--- src/rtl/din_gen_arbiter_pkg.sv ---
// Shared types and helpers for the DIn round-robin arbiter.
package din_arb_pkg;

  typedef enum logic {IDLE, BURST} din_arb_state_e;

  // Width of a counter/index covering n values, never less than one bit.
  function automatic int clog2_safe(input int n);
    return (n <= 1) ? 1 : $clog2(n);
  endfunction

endpackage

--- src/rtl/din_gen_arbiter_if.sv ---
// Master-side request bus plus slave DIn channel. The arbiter uses the slave modport,
// and the traffic side (masters and DIn sink) uses the master modport.
interface din_gen_arbiter_if
  import din_arb_pkg::*;
#(
  parameter int NUM_REQ = 4,
  parameter int DATA_W  = 8
);
  localparam int IDX_W = clog2_safe(NUM_REQ);

  logic [NUM_REQ-1:0]             ReqValid;
  logic [NUM_REQ-1:0][DATA_W-1:0] ReqData;
  logic [NUM_REQ-1:0]             ReqLast;
  logic [NUM_REQ-1:0]             ReqReady;
  logic                           DInValid;
  logic [DATA_W-1:0]              DIn;
  logic                           DInReady;
  logic [IDX_W-1:0]               GrantIdx;
  logic                           Busy;
  logic                           BurstTrunc;

  modport master (
    output ReqValid, ReqData, ReqLast, DInReady,
    input  ReqReady, DInValid, DIn, GrantIdx, Busy, BurstTrunc
  );

  modport slave (
    input  ReqValid, ReqData, ReqLast, DInReady,
    output ReqReady, DInValid, DIn, GrantIdx, Busy, BurstTrunc
  );
endinterface

--- src/rtl/din_gen_arbiter_picker.sv ---
// Round-robin winner select: rotate so ptr+1 sits at bit 0, find the lowest set bit,
// then rotate the index back.
module din_rr_picker #(
  parameter int NUM_REQ = 4,
  parameter int IDX_W   = 2
) (
  input  logic [NUM_REQ-1:0] req,
  input  logic [IDX_W-1:0]   ptr,
  output logic               any,
  output logic [IDX_W-1:0]   idx
);
  localparam int SW = IDX_W + 1;

  logic [IDX_W-1:0]     start;
  logic [2*NUM_REQ-1:0] dbl;
  logic [NUM_REQ-1:0]   rot;
  logic [SW-1:0]        sum;

  always_comb begin
    start = (ptr == IDX_W'(NUM_REQ - 1)) ? '0 : IDX_W'(ptr + 1'b1);
    dbl   = {req, req} >> start;
    rot   = dbl[NUM_REQ-1:0];
    any   = |rot;
    sum   = '0;
    // Descending scan so the lowest set rotated bit is the one that sticks.
    for (int k = NUM_REQ - 1; k >= 0; k--) begin
      if (rot[k]) sum = SW'(start) + SW'(k);
    end
    if (sum >= SW'(NUM_REQ)) sum = sum - SW'(NUM_REQ);
    idx = sum[IDX_W-1:0];
  end
endmodule

--- src/rtl/din_gen_arbiter.sv ---
// Round-robin arbiter: locks one master per burst and muxes it onto the slave DIn channel.
module din_gen_arbiter
  import din_arb_pkg::*;
#(
  parameter int NUM_REQ   = 4,
  parameter int DATA_W    = 8,
  parameter int MAX_BURST = 4
) (
  input logic              Clk,
  input logic              Rst,
  din_gen_arbiter_if.slave bus
);
  localparam int IDX_W = clog2_safe(NUM_REQ);
  localparam int CNT_W = clog2_safe(MAX_BURST);

  din_arb_state_e   state;
  logic [IDX_W-1:0] grant, ptr, pick;
  logic [CNT_W-1:0] cnt;
  logic             trunc, any;
  logic             busy, xfer, last_g, at_limit;

  din_rr_picker #(.NUM_REQ(NUM_REQ), .IDX_W(IDX_W)) u_pick (
    .req (bus.ReqValid),
    .ptr (ptr),
    .any (any),
    .idx (pick)
  );

  assign busy     = (state == BURST);
  assign last_g   = bus.ReqLast[grant];
  assign at_limit = (cnt == CNT_W'(MAX_BURST - 1));
  assign xfer     = bus.DInValid && bus.DInReady;

  always_ff @(posedge Clk) begin
    if (Rst) begin
      state <= IDLE;
      ptr   <= IDX_W'(NUM_REQ - 1);
      grant <= '0;
      cnt   <= '0;
      trunc <= 1'b0;
    end else begin
      trunc <= 1'b0;
      case (state)
        IDLE: begin
          if (any) begin
            grant <= pick;
            cnt   <= '0;
            state <= BURST;
          end
        end
        BURST: begin
          if (xfer) begin
            if (last_g || at_limit) begin
              ptr   <= grant;
              cnt   <= '0;
              trunc <= at_limit && !last_g;
              state <= IDLE;
            end else begin
              cnt <= cnt + 1'b1;
            end
          end
        end
        default: state <= IDLE;
      endcase
    end
  end

  // Data path is a pure mux from the granted master; DIn parks at zero while idle.
  assign bus.DInValid   = busy && bus.ReqValid[grant];
  assign bus.DIn        = busy ? bus.ReqData[grant] : '0;
  assign bus.ReqReady   = busy ? ((NUM_REQ'(1) << grant) & {NUM_REQ{bus.DInReady}}) : '0;
  assign bus.GrantIdx   = grant;
  assign bus.Busy       = busy;
  assign bus.BurstTrunc = trunc;
endmodule

--- src/flat_wrapper.sv ---
// flat-port wrapper written by rule: the top's interface ports become plain ports
module din_gen_arbiter_flat import din_arb_pkg::*;
#(
  parameter int NUM_REQ   = 4,
  parameter int DATA_W    = 8,
  parameter int MAX_BURST = 4
)
  (Clk, Rst, bus_ReqValid, bus_ReqData, bus_ReqLast, bus_DInReady, bus_ReqReady, bus_DInValid, bus_DIn, bus_GrantIdx, bus_Busy, bus_BurstTrunc);
  din_gen_arbiter_if #(.NUM_REQ(NUM_REQ), .DATA_W(DATA_W)) bus_i ();
  input logic Clk;
  input logic Rst;
  input wire logic [$bits(bus_i.ReqValid)-1:0] bus_ReqValid;
  input wire logic [$bits(bus_i.ReqData)-1:0] bus_ReqData;
  input wire logic [$bits(bus_i.ReqLast)-1:0] bus_ReqLast;
  input wire logic [$bits(bus_i.DInReady)-1:0] bus_DInReady;
  output wire logic [$bits(bus_i.ReqReady)-1:0] bus_ReqReady;
  output wire logic [$bits(bus_i.DInValid)-1:0] bus_DInValid;
  output wire logic [$bits(bus_i.DIn)-1:0] bus_DIn;
  output wire logic [$bits(bus_i.GrantIdx)-1:0] bus_GrantIdx;
  output wire logic [$bits(bus_i.Busy)-1:0] bus_Busy;
  output wire logic [$bits(bus_i.BurstTrunc)-1:0] bus_BurstTrunc;
  assign bus_i.ReqValid = bus_ReqValid;
  assign bus_i.ReqData = bus_ReqData;
  assign bus_i.ReqLast = bus_ReqLast;
  assign bus_i.DInReady = bus_DInReady;
  assign bus_ReqReady = bus_i.ReqReady;
  assign bus_DInValid = bus_i.DInValid;
  assign bus_DIn = bus_i.DIn;
  assign bus_GrantIdx = bus_i.GrantIdx;
  assign bus_Busy = bus_i.Busy;
  assign bus_BurstTrunc = bus_i.BurstTrunc;
  din_gen_arbiter #(.NUM_REQ(NUM_REQ), .DATA_W(DATA_W), .MAX_BURST(MAX_BURST)) u_core (.Clk(Clk), .Rst(Rst), .bus(bus_i));
endmodule
--- config.mk ---
export PLATFORM = sky130hd
export DESIGN_NAME = din_gen_arbiter_flat
export DESIGN_NICKNAME = d
export VERILOG_FILES = /design/src/rtl/din_gen_arbiter_pkg.sv /design/src/rtl/din_gen_arbiter_if.sv /design/src/rtl/din_gen_arbiter_picker.sv /design/src/rtl/din_gen_arbiter.sv /design/src/flat_wrapper.sv
export SDC_FILE = /design/constraint.sdc
export NUM_CORES = 1
export LEC_CHECK = 0
export ABC_AREA = 1
export CORE_UTILIZATION = 38
export DETAILED_ROUTE_END_ITERATION = 16
export PLACE_DENSITY = 0.8
export SETUP_SLACK_MARGIN = 0.15
export SLEW_MARGIN = 20
export SYNTH_ARGS = -nofsm -noshare
export SYNTH_HDL_FRONTEND = slang
export SYNTH_SLANG_ARGS = --single-unit
export TNS_END_PERCENT = 20
--- constraint.sdc ---
create_clock -name Clk -period 2.3 [get_ports Clk]
set_clock_uncertainty 0.2 [all_clocks]
set_input_delay 0.575 -clock Clk [delete_from_list [all_inputs] [get_ports Clk]]
set_output_delay 0.575 -clock Clk [all_outputs]
set_load 0.005 [all_outputs]
==> results of run 1 <==
-- sequential cells by signal, summed over array words and instances (netlist names) --
name and cells:
u_core.bus.BurstTrunc 1, u_core.bus.Busy 1, u_core.bus.GrantIdx 2, u_core.cnt 2, u_core.ptr 2
-- layout by cell type (no fill, tap or decap), types with 2 or more instances in the layout --
master	Yosys	routed
clkbuf_4	0	3
a21oi_2	3	3
dfxtp_1	8	6
buf_2	0	10
clkdlybuf4s50_1	0	35
ha_1	3	3
buf_6	3	2
dlymetal6s2s_1	0	6
nor2_8	3	3
nor2_4	1	4
a31oi_1	8	8
nand2_4	4	4
nor3_2	0	3
nor2_1	10	10
o21ai_1	2	2
nand3_1	15	15
nand2_1	53	52
a21oi_1	2	2
a22oi_1	8	5
dlygate4sd2_1	0	5
inv_2	1	2
nand4_1	2	2
buf_4	0	21
a22oi_2	0	3
inv_1	13	12
nor2_2	5	4
nand2_2	7	8
-- critical path, cell delays in order --
cell             delay (ps)
clkdlybuf4s50_1         480
nand2_1                  60
a31oi_1                 170
buf_2                   140
-- cells by family (layout without fill, tap and decap cells) --
kind of cell             Yosys count  after routing
adder cells (fa/ha/maj)            3              3
AND/OR/NAND/NOR                  105            107
buffers and inverters             21            103
AO/OA/AOI/OAI                     26             26
flip-flops                         8              8
XOR/XNOR                           1              1
-- cells in the mapped netlist (4+ instances only) --
library cell  instances
inv_1                13
nor2_1               10
dfxtp_1               8
nand3_1              15
nand2_2               7
nand2_1              53
nor2_2                5
nand2_4               4
a31oi_1               8
a22oi_1               8
-- through the flow --
stage | setup TNS [ps] | instance area, um^2 | hold WS (ps) | util (%) | total power, mW
final | 0 | 1889 | 322.2 | 74.24 | 0.8290
after global routing | 0 | 1889 | 334.2 | 74.24 | 0.8804
after CTS | 0 | 1857 | 294.9 | 72.96 | 0.8148
after detailed placement | -3968 | 1769 | 283.4 | 69.52 | 0.6723
after global placement | -3539 | 1769 | 275.4 | 69.52 | 0.6563
after floorplan | 0 | 1054 | 257.2 | - | 0.4472
-- final cells by class --
| type | count | area share [%] |
|---|---|---|
| sequential | 8 | 8.742 |
| inverter | 17 | 4.172 |
| tap | 30 | 1.987 |
| clock buffer | 3 | 1.192 |
| multi-input combinational | 137 | 44.44 |
| timing repair buffer | 83 | 39.47 |
-- what timing repair did --
| item | 4_1_cts | 5_1_grt |
|---|---|---|
| resized for setup | 61 | 13 |
| pin swaps | 14 | 14 |
| endpoints found under the setup margin | 14 | 10 |
| gates cloned | 1 | 1 |
| setup buffers | 9 | 0 |
-- routing by layer --
| metal | vias to the layer above | track usage [%] |
|---|---|---|
| li1 | 721 | - |
| met5 | - | 0 |
| met4 | 0 | 2.991 |
| met2 | 29 | 52.61 |
| met3 | 2 | 4.444 |
| met1 | 671 | 28.97 |
-- final timing paths --
check	to	slack [ps]	cells after the start
min	u_core.ptr[1]$_SDFFE_PP1P_	320	2
max	bus_DIn[7]	110	4
max reg2reg	u_core.cnt[0]$_SDFFE_PP0P_	270	13
min reg2reg	u_core.ptr[1]$_SDFFE_PP1P_	320	2
-- power breakdown --
group / switching [mW] / internal [mW] / total, mW
Sequential: 0.0121 / 0.154 / 0.166
Clock: 0.0484 / 0.0598 / 0.108
Combinational: 0.283 / 0.272 / 0.555
==> flow_metrics.env, run 1 <==
export IMPL_worstPathRequired_ps=1520
export IMPL_layout_cells_non_filler=278
export IMPL_cts_buffer_depth=2
export IMPL_dp_cells=264
export IMPL_netlist_top_cells_area="nand2_1 (19%), dfxtp_1 (15%), nand3_1 (7.1%), nor2_8 (5.7%), a22oi_1 (5.7%)"
export IMPL_synth_simple_gate_area_share_pct=51.66
export IMPL_critPathMaxFanout=1
export IMPL_pre_cts_ws_ps=-396.2
export IMPL_dr_total_vias=1423
export IMPL_row_count=18
export IMPL_synthAdderAreaFrac_pct=3.563
export IMPL_io_pins=60
export IMPL_cts_tree="done"
export IMPL_worstMarginPinSlew_ps=451.1
export IMPL_clock_latency_ps=250
export IMPL_grt_pass1_vias=1371
export IMPL_ys_seq_area_share_pct=15.20
export IMPL_ys_async_sr_fraction_pct=0
export IMPL_synth_xor_area_share_pct=0.8314
export IMPL_r2r_start="u_core.bus.GrantIdx[1]$_SDFFE_PP0P_"
export IMPL_portBuffers=59
export IMPL_wl_met2_um=2036
export IMPL_dieArea_mm2=0.002987
export IMPL_grt_overflow=0
export IMPL_synth_main_ff_cell="dfxtp_1"
export IMPL_avgSynthCellArea_um2=6.424
export IMPL_hold_start="u_core.ptr[1]$_SDFFE_PP1P_"
export IMPL_syn_area_mm2=0.001054
export IMPL_drtPass1Iterations=4
export IMPL_avgRoutedWirePerCell_um=13.51
export IMPL_met1Wirelength_um=1559
export IMPL_die_w_um=54.66
export IMPL_final_nets=296
export IMPL_fill_cells=206
export IMPL_grt_pass1_wl_um=5754
export IMPL_seq_area_um2=165.2
export IMPL_die_h_um=54.66
export IMPL_vias_per_cell=5.119
export IMPL_post_dp_hpwl_um=2812
export IMPL_maxCapViolations=0
export IMPL_routed_wl_um=3756
export IMPL_numCtsBuffers=3
export IMPL_drive_gt1_share_pct=32.66
export IMPL_finalWorstSetupSlack_ps=110.6
export IMPL_ant_nets=0
export IMPL_crit_arrival_ps=1410
export IMPL_syn_nets=210
export IMPL_initial_core_util_pct=41.40
export IMPL_synth_distinct_cells=29
export IMPL_startpoint_type="primary input"
export IMPL_peakVddDrop_mv=0.4853
export IMPL_finalCriticalPeriod_ps=2189
export IMPL_crit_type="primary input to output port"
export IMPL_area_growth_pct=79.33
export IMPL_max_freq_mhz=456.7
export IMPL_synth_top_area_share_pct=18.88
export IMPL_syn_inst=164
export IMPL_clk_pin_slew_worst_paths_ps=50
export IMPL_maxSlewViolCount=0
export IMPL_core_area_mm2=0.002545
export IMPL_top_layer_used="met4"
export IMPL_multi_input_area_um2=839.6
export IMPL_root_buffer="clkbuf_4"
export IMPL_antennaDiodeCount=0
export IMPL_synth_edf_count=0
export IMPL_outcome="finished, final reports clean"
export IMPL_synth_mux_area_share_pct=0
export IMPL_cp_end_kind="output port"
export IMPL_yosysTopAreaCell="nand2_1"
export IMPL_first_iter_violations=18
export IMPL_setup_violations=0
export IMPL_p_leak_nw=0.9470
export IMPL_yosysWarnings=0
export IMPL_rsz0062_at_grt="yes"
export IMPL_drc_errors=0
export IMPL_hold_viol_final=0
export IMPL_hold_path_class="flop to flop"
export IMPL_fin_crit_sh_pct=95.19
export IMPL_ys_seq_elements=8
export IMPL_p_per_area_mw_per_mm2=438.8
export IMPL_antenna_found_initial=0
export IMPL_gp_congestion=0.7713
export IMPL_crit_path_start="bus_ReqData[23]"
export IMPL_grt_max_degree=12
export IMPL_track_usage_pct=26.38
export IMPL_cts_htree_levels=1
export IMPL_synth_compound_area_share_pct=17.93
export IMPL_synth_top_family_by_area="simple AND/OR/NAND/NOR gates"
export IMPL_cts_num_sinks=8
export IMPL_max_slew_margin_rel_pct=69.89
export IMPL_dr_wl_met3_um=141
export IMPL_holdBufCountCts=0
Power figures use the tool's default switching activity.
==> run 2, diff against run 1 <==
Settings changed: CTS_CLUSTER_DIAMETER set to 100.
==> results of run 2 <==
Same layout as run 1: the final DEF is identical, and so are final timing and power.
